File: src/rtl/alu_share_arbiter.sv
// Round-robin sequencer sharing one combinational ALU among NUM_CORES requesters.
// Optional ALU_OPCHECK_EN: op codes > 5 are granted but not forwarded, and they complete with err=1 and result=0.
module alu_share_arbiter #(
   parameter int NUM_CORES = 4,
   parameter int DATA_W    = 16,
   parameter int OP_W      = 3
) (
   input  logic                      i_clk,
   input  logic                      i_rst,
   input  logic [NUM_CORES-1:0]      i_req,
   input  logic [NUM_CORES*DATA_W-1:0] i_bus_in,
   input  logic [NUM_CORES*DATA_W-1:0] i_ac_in,
   input  logic [NUM_CORES*OP_W-1:0] i_op_in,
   output logic [NUM_CORES-1:0]      o_gnt,
   output logic [NUM_CORES-1:0]      o_done,
   output logic [DATA_W-1:0]         o_result,
   output logic                      o_err,
   output logic                      o_busy,
   output logic [DATA_W-1:0]         o_alu_bus,
   output logic [DATA_W-1:0]         o_alu_ac,
   output logic [OP_W-1:0]           o_alu_op,
   input  logic [DATA_W-1:0]         i_alu_data
);

   localparam int IDX_W = (NUM_CORES > 1) ? $clog2(NUM_CORES) : 1;

   typedef enum logic {S_IDLE, S_EXEC} state_t;
   state_t r_state, w_state_next;

   logic [DATA_W-1:0]    w_bus [NUM_CORES];
   logic [DATA_W-1:0]    w_ac  [NUM_CORES];
   logic [OP_W-1:0]      w_op  [NUM_CORES];
   logic [NUM_CORES-1:0] w_elig;
   logic                 w_found;
   logic [IDX_W-1:0]     w_win, w_cand, w_rr_next;
   logic [IDX_W:0]       w_sum;
   logic                 w_bad;

   logic [NUM_CORES-1:0] r_gnt, r_done;
   logic [DATA_W-1:0]    r_result, r_alu_bus, r_alu_ac;
   logic [OP_W-1:0]      r_alu_op;
   logic [IDX_W-1:0]     r_rr, r_owner;

   genvar gi;
   generate
      for (gi = 0; gi < NUM_CORES; gi++) begin : g_unpack
         assign w_bus[gi] = i_bus_in[gi*DATA_W +: DATA_W];
         assign w_ac[gi]  = i_ac_in[gi*DATA_W +: DATA_W];
         assign w_op[gi]  = i_op_in[gi*OP_W +: OP_W];
      end
   endgenerate

   // A core is masked in the cycle its grant is visible, so it cannot win twice on one request.
   assign w_elig = i_req & ~r_gnt;

   always_comb begin
      w_found = 1'b0;
      w_win   = '0;
      w_sum   = '0;
      w_cand  = '0;
      for (int off = 0; off < NUM_CORES; off++) begin
         w_sum = {1'b0, r_rr} + (IDX_W+1)'(off);
         if (w_sum >= (IDX_W+1)'(NUM_CORES))
            w_sum = w_sum - (IDX_W+1)'(NUM_CORES);
         w_cand = w_sum[IDX_W-1:0];
         if (!w_found && w_elig[w_cand]) begin
            w_found = 1'b1;
            w_win   = w_cand;
         end
      end
      w_rr_next = (w_win == IDX_W'(NUM_CORES-1)) ? '0 : w_win + IDX_W'(1);
   end

`ifdef ALU_OPCHECK_EN
   logic r_bad, r_err;
   assign w_bad = (w_op[w_win] > OP_W'(5));
   assign o_err = r_err;

   always_ff @(posedge i_clk or posedge i_rst) begin
      if (i_rst) begin
         r_bad <= 1'b0;
         r_err <= 1'b0;
      end else begin
         r_err <= (r_state == S_EXEC) && r_bad;
         if (w_found)
            r_bad <= w_bad;
      end
   end
`else
   assign w_bad = 1'b0;
   assign o_err = 1'b0;
`endif

   always_ff @(posedge i_clk or posedge i_rst) begin
      if (i_rst)
         r_state <= S_IDLE;
      else
         r_state <= w_state_next;
   end

   always_comb begin
      w_state_next = r_state;
      case (r_state)
         S_IDLE: if (w_found)  w_state_next = S_EXEC;
         S_EXEC: if (!w_found) w_state_next = S_IDLE;
         default:              w_state_next = S_IDLE;
      endcase
   end

   always_ff @(posedge i_clk or posedge i_rst) begin
      if (i_rst) begin
         r_gnt     <= '0;
         r_done    <= '0;
         r_result  <= '0;
         r_alu_bus <= '0;
         r_alu_ac  <= '0;
         r_alu_op  <= '0;
         r_rr      <= '0;
         r_owner   <= '0;
      end else begin
         r_gnt  <= '0;
         r_done <= '0;
         if (r_state == S_EXEC) begin
            r_done[r_owner] <= 1'b1;
`ifdef ALU_OPCHECK_EN
            r_result <= r_bad ? '0 : i_alu_data;
`else
            r_result <= i_alu_data;
`endif
         end
         // Arbitration runs on every edge so a new op can launch while the previous one completes.
         if (w_found) begin
            r_gnt[w_win] <= 1'b1;
            r_owner      <= w_win;
            r_rr         <= w_rr_next;
            if (!w_bad) begin
               r_alu_bus <= w_bus[w_win];
               r_alu_ac  <= w_ac[w_win];
               r_alu_op  <= w_op[w_win];
            end
         end
      end
   end

   assign o_gnt     = r_gnt;
   assign o_done    = r_done;
   assign o_result  = r_result;
   assign o_busy    = (r_state == S_EXEC);
   assign o_alu_bus = r_alu_bus;
   assign o_alu_ac  = r_alu_ac;
   assign o_alu_op  = r_alu_op;

endmodule

File: config.mk
export PLATFORM = sky130hd
export DESIGN_NAME = alu_share_arbiter
export DESIGN_NICKNAME = d
export VERILOG_FILES = /design/src/rtl/alu_share_arbiter.sv
export SDC_FILE = /design/constraint.sdc
export NUM_CORES = 1
export LEC_CHECK = 0
export BUFFER_PORTS_ARGS = -buffer_cell sky130_fd_sc_hd__buf_2
export CORE_MARGIN = 8
export CORE_UTILIZATION = 43
export DETAILED_ROUTE_END_ITERATION = 12
export GPL_TIMING_DRIVEN = 0
export PLACE_DENSITY = 0.81
export SYNTH_ARGS = -nofsm -noshare
export SYNTH_HDL_FRONTEND = slang
export SYNTH_SLANG_ARGS = --single-unit
File: constraint.sdc
create_clock -name i_clk -period 2.3 [get_ports i_clk]
set_clock_uncertainty 0.2 [all_clocks]
set_input_delay 0.23 -clock i_clk [delete_from_list [all_inputs] [get_ports i_clk]]
set_output_delay 0.23 -clock i_clk [all_outputs]
set_load 0.005 [all_outputs]
==> results of run 1 <==
## worst max-delay path, stage by stage, from the launching register on
cell and delay (ps):
dfrtp_2 440, or3b_4 410, o211ai_2 120, a21o_1 210, buf_12 160, buf_12 160, mux2i_1 230, o221ai_1 150
## registers in the layout, summed over array words and instances, names as in the netlist
name,cells
o_alu_ac,16
o_alu_bus,16
o_alu_op,3
o_busy,1
o_done,4
o_gnt,4
o_result,16
r_owner,2
r_rr,2
## per-layer routing
layer,up-vias,global-route usage,share of wire
li1,1672,-,-
met1,1691,0.235,0.39
met2,157,0.388,0.51
met3,36,0.0563,0.063
met4,0,0.115,0.037
met5,-,0,0
## worst paths after layout
path                                  start            to  slack (ps)  cells past startpoint
min in group asynchronous             i_rst  o_alu_bus[3]         280                      3
worst min-delay path            i_ac_in[18]   o_alu_ac[2]          20                      3
worst max register to register      r_rr[0]   o_alu_ac[6]          40                      7
worst max-delay path                r_rr[0]   o_alu_ac[6]          40                      7
max in group asynchronous             i_rst       r_rr[0]        1020                      4
worst min register to register  o_alu_ac[2]   o_alu_ac[2]         280                      2
## through the flow
stage	utilization	TNS, ps	instances	worst slack, ps
final	0.654	0	679	42.5
after global routing	0.654	-145	679	-29.8
after CTS	0.641	-24.0	675	-10.9
after detailed placement	0.591	-2200	640	-202
after global placement	0.589	-31030	639	-465
after floorplan	-	0	313	272
## cells in the final DEF, fill, tap and decap left out, drive strengths merged
| cell type | n |
|---|---|
| nor2b | 3 |
| and3b | 2 |
| a21oi | 3 |
| clkbuf | 24 |
| clkinv | 2 |
| or3b | 1 |
| o221ai | 24 |
| a21o | 1 |
| mux2 | 16 |
| o21ai | 1 |
| mux2i | 58 |
| nand2b | 3 |
| dlygate4sd3 | 17 |
| and2b | 1 |
| a211oi | 36 |
| nor2 | 20 |
| nor4 | 1 |
| and3 | 1 |
| clkinvlp | 2 |
| a221oi | 1 |
| nor3b | 3 |
| o31ai | 1 |
| o211ai | 2 |
| conb | 1 |
| buf | 240 |
| inv | 15 |
| dfrtp | 64 |
| nand2 | 31 |
## cells in the mapped netlist (2+ instances only)
| library cell | n | area (um2) |
|---|---|---|
| mux2i_1 | 58 | 581 |
| buf_4 | 2 | 15.0 |
| buf_2 | 2 | 10.0 |
| nor2b_1 | 2 | 12.5 |
| nand2b_1 | 3 | 18.8 |
| nor2_1 | 20 | 75.1 |
| nor3b_1 | 3 | 22.5 |
| buf_1 | 3 | 11.3 |
| buf_6 | 6 | 67.6 |
| dfrtp_1 | 64 | 1600 |
| nand2_1 | 31 | 116 |
| a211oi_2 | 9 | 113 |
| inv_1 | 14 | 52.6 |
| mux2_2 | 16 | 180 |
| o221ai_1 | 23 | 201 |
| a21oi_1 | 3 | 15.0 |
| a211oi_1 | 27 | 203 |
| and3b_1 | 2 | 17.5 |
| clkbuf_1 | 10 | 37.5 |
## cell families (layout without fill, tap and decap cells)
logic type             Yosys count  in the layout  share of synthesized area
muxes                           74             74                      0.217
AOI/OAI and AO/OA               69             69                      0.172
and+or+nand+nor                 66             66                     0.0901
DFF                             64             64                      0.457
buffers and inverters           39            300                     0.0622
other                            1              1                    0.00107
## power groups by stage
stage / Clock, uW / Sequential, uW / Combinational, uW
2_1_floorplan: 0 / 1920 / 2130
3_3_place_gp: 0 / 1890 / 3260
3_5_place_dp: 0 / 1910 / 3380
4_1_cts: 910 / 1900 / 3480
5_1_grt: 967 / 1960 / 3980
6_report: 893 / 1900 / 3680
## repair_timing
| item | CTS | global route |
|---|---|---|
| hold buffers | 17 | 0 |
| endpoints found under the setup margin | 26 | 35 |
| hold endpoints to repair | 40 | 0 |
| resized for setup | 9 | 26 |
| buffers inserted | 2 | 4 |
| pin swaps | 1 | 1 |
## layout make-up
cell class / count / area (um2) / share of cell area
clock buffers: 12 / 155 / 0.0295
plain buffers: 24 / 223 / 0.0423
flip-flops and latches: 64 / 1600 / 0.304
well taps: 105 / 131 / 0.0249
clock inverters: 4 / 28.8 / 0.00546
multi-input cells: 210 / 1730 / 0.328
repair buffers: 245 / 1340 / 0.255
inverters: 15 / 56.3 / 0.0107
==> impl_metrics.yaml, run 1 <==
status:
  status: "finished, final reports clean"
sta:
  maxSlewHeadroom: 0.634
  max_freq_mhz: 443
  setup_viol: 0
  maxSlewViolCount: 0
  fin_hold_ws_ps: 19.1
  hold_violations: 0
  tightest_slew_ps: 550
  post-route-period-util: 0.982
  final.min_clock_period_ps: 2260
finish:
  area_delta_synth_final_pct: 50.4
  fin_nets: 731
  fill_cells: 669
  design_area_um2: 5270
  diodes: 0
  drive_gt1_frac: 0.528
detailed_routing:
  drtIter0Drc: 115
  vias_per_cell: 5.24
  routed_wl_mm: 12.7
  drc: 0
  wl_per_cell_um: 18.7
  vias: 3556
  ant_nets: 0
  drtPass1Iterations: 4
place:
  placed_area_um2: 4760
  place_congestion: 0.808
  dp_hpwl_mm: 9.95
  port_buffers: 221
clock_network:
  cts_tree: "yes"
  clk_latency_ps: 330
  numCtsBuffers: 9
  clkTransAtPathRegs_ps: 70
  numClockSinks: 64
  cts_root_buf: "clkbuf_8"
  cts_htree_levels: 3
  clk_path_buf_depth: 2
yosys:
  ys.flop_type: "dfrtp_1"
  avgSynthCellArea_um2: 11.2
  synth_area_um2: 3500
  syn_nets: 475
  yosysUniqueCellTypes: 34
  async_flop_share: 1.00
  synth_edf_count: 0
  ys_ff_latch: 64
  yosysSeqAreaShare: 0.457
  yosys_warnings: 0
  synthCells: 313
critical_path:
  crit_arrival_ps: 2240
  endpoint_kind: "register"
  worstSetupPathType: "register to register"
  worstPathRequired_ps: 2290
  start_kind: "register"
  crit_fanout: 10
power:
  leakage_uw: 0.00275
  netSwitchingFraction: 0.402
  peakVddDrop_uv: 691
  p_int_uw: 3870
  combPwrFrac: 0.568
  powerDensity_nw_per_um2: 1230
  p_clk_frac: 0.138
  power_uw: 6480
  p_sw_uw: 2600
  seqPwrFrac: 0.294
floorplanning:
  rows: 33
  die_area_um2: 11300
  die_h_um: 106
  die_x_um: 106
  io_pins: 223
  initial_core_util: 0.435
  core_area_um2: 8050
global_route:
  gr-usage-all-layers: 0.219
  overflow: 0
  grt_pass1_wl_mm: 19.7
  antenna_found_initial: 0
  grt_max_degree: 41
  grt_pass1_vias: 4041
run:
  cap_violations: 0
worst_hold_path:
  hold_path_class: "input pin to register"
Power figures use the tool's default switching activity.
==> run 2, diff against run 1 <==
- CORE_UTILIZATION: 43 -> 39
- PLACE_DENSITY: 0.81 -> 0.77
- clock period: 2.3 -> 1.9 ns (I/O delays scaled with it)
==> impl_metrics.yaml, run 2 (synthesized netlist as in run 1, its figures left out) <==
status:
  status: "finished with violations"
  violations: "negative setup slack"
sta:
  rsz0062_at_grt: "yes"
  max_freq_mhz: 460
  final.min_clock_period_ps: 2170
  maxSlewHeadroom: 0.505
  hold_violations: 0
  post-route-period-util: 1.14
  timing.final.ws_setup_ps: -273
  tightest_slew_ps: 741
  setup_viol: 35
  fin_hold_ws_ps: 4.08
  maxSlewViolCount: 0
  finalSetupTns_ps: -7180
global_route:
  overflow: 0
  gr-usage-all-layers: 0.269
  grt_pass1_wl_mm: 26.4
  grt_max_degree: 65
  grt_pass1_vias: 4807
  antenna_found_initial: 4
floorplanning:
  die_x_um: 111
  initial_core_util: 0.401
  io_pins: 223
  die_area_um2: 12300
  rows: 34
  die_h_um: 111
  core_area_um2: 8720
clock_network:
  clk_path_buf_depth: 2
  cts_root_buf: "clkbuf_8"
  clkTransAtPathRegs_ps: 80
  numClockSinks: 64
  cts_htree_levels: 3
  cts_tree: "yes"
  clk_latency_ps: 340
  numCtsBuffers: 9
critical_path:
  crit_slowest_cell: "or3b_4"
  crit_fanout: 10
  crit_arrival_ps: 2180
  worstSetupPathType: "register to register"
  worstPathRequired_ps: 1910
  critPathTopFamily: "compound AO/OA/AOI/OAI gates"
  endpoint_kind: "register"
  start_kind: "register"
  cp_cell_sequence: "or3b_4 > o211ai_2 > a21o_1 > buf_12 > buf_12 > mux2i_2 > o221ai_1"
  cp_slowest_stage_delay_ps: 410
  critPathBufInv: 2
  cpMostUsedCell: "buf_12"
power:
  leakage_uw: 0.00322
  powerDensity_nw_per_um2: 1350
  peakVddDrop_uv: 816
finish:
  mostFrequentLayoutCell: "buf_2"
  fill_cells: 557
  most-common-layout-cells: "221 x buf_2, 111 x dlygate4sd3_1, 64 x dfrtp_1"
  fin_nets: 834
  drive_gt1_frac: 0.516
  area_delta_synth_final_pct: 89.2
  post-route-util: 0.759
detailed_routing:
  routed_wl_mm: 16.9
  ant_nets: 0
  vias: 4235
  vias_per_cell: 5.36
  drtPass1Iterations: 4
  drtIter0Drc: 271
  wl_per_cell_um: 21.4
  drc: 0
place:
  dp_hpwl_mm: 9.67
  place_ws_ps: -603
  port_buffers: 221
  place_congestion: 0.828
run:
  cap_violations: 0
worst_hold_path:
  hold_path_class: "input pin to register"
## run 2: cell count changes in the layout (fill, tap and decap cells not counted), moves of 3 or more
cell           before  now
dlygate4sd3_1      17  111
mux2i_1            51   33
mux2i_2             5   19
buf_4               7   14
a211oi_1           27   21
a211oi_2            9   14
diode_2             0    5
buf_6               1    5
clkbuf_1            6    2
mux2i_4             2    6
buf_2             224  221
## run 2: metrics by stage
step / std cells / instance area [um2] / power [uW]
floorplan: 313 / 3520 / 4970
global placement: 642 / 4760 / 6270
detailed placement: 642 / 4760 / 6420
CTS: 774 / 6260 / 8210
global route: 789 / 6620 / 9440
finish: 790 / 6620 / 8970
## run 2: area by class of cell
class | instances | area, um2 | share of cell area
timing repair buffer | 348 | 2420 | 0.365
multi-input combinational | 210 | 1950 | 0.294
inverter | 15 | 62.6 | 0.00945
clock buffer | 9 | 124 | 0.0187
buffer | 24 | 267 | 0.0402
antenna | 5 | 12.5 | 0.00189
sequential | 64 | 1600 | 0.242
tap | 108 | 135 | 0.0204
clock inverter | 7 | 56.3 | 0.00850
## run 2: timing repair
item	4_1_cts	5_1_grt
gates cloned	1	2
buffers inserted	5	7
hold endpoints to repair	43	32
hold buffers	110	1
setup endpoints to repair	43	40
pin swaps	3	4
gates resized for setup	40	52
## run 2: final timing paths
kind / start / endpoint / slack (ps) / depth (start not counted)
max reg2reg: o_gnt[2] / o_alu_ac[12] / -270 / 7
min reg2reg: o_alu_bus[2] / o_alu_bus[2] / 300 / 2
max in group asynchronous: i_rst / o_alu_bus[11] / 570 / 4
min: i_ac_in[40] / o_alu_ac[8] / 4 / 3
min in group asynchronous: i_rst / o_done[2] / 320 / 3
max: o_gnt[2] / o_alu_ac[12] / -270 / 7
## run 2: power breakdown
part           total (uW)  switching [uW]  internal, uW
clock network        1100             618           487
registers            2320             366          1950
logic                5540            2670          2870
total                8970            3660          5310
## run 2: routing by layer
metal,part of all wire,GRT usage,wire length [um]
met5,0.00094,0,16
met4,0.042,0.141,719
met3,0.10,0.0996,1730
met2,0.49,0.445,8330
met1,0.36,0.294,6150
## run 2: worst reg2reg max path, stage by stage, from the launching register on
cell	delay, ps
dfrtp_1	400
or3b_4	410
o211ai_2	90
a21o_1	180
buf_12	180
buf_12	180
mux2i_2	250
o221ai_1	150
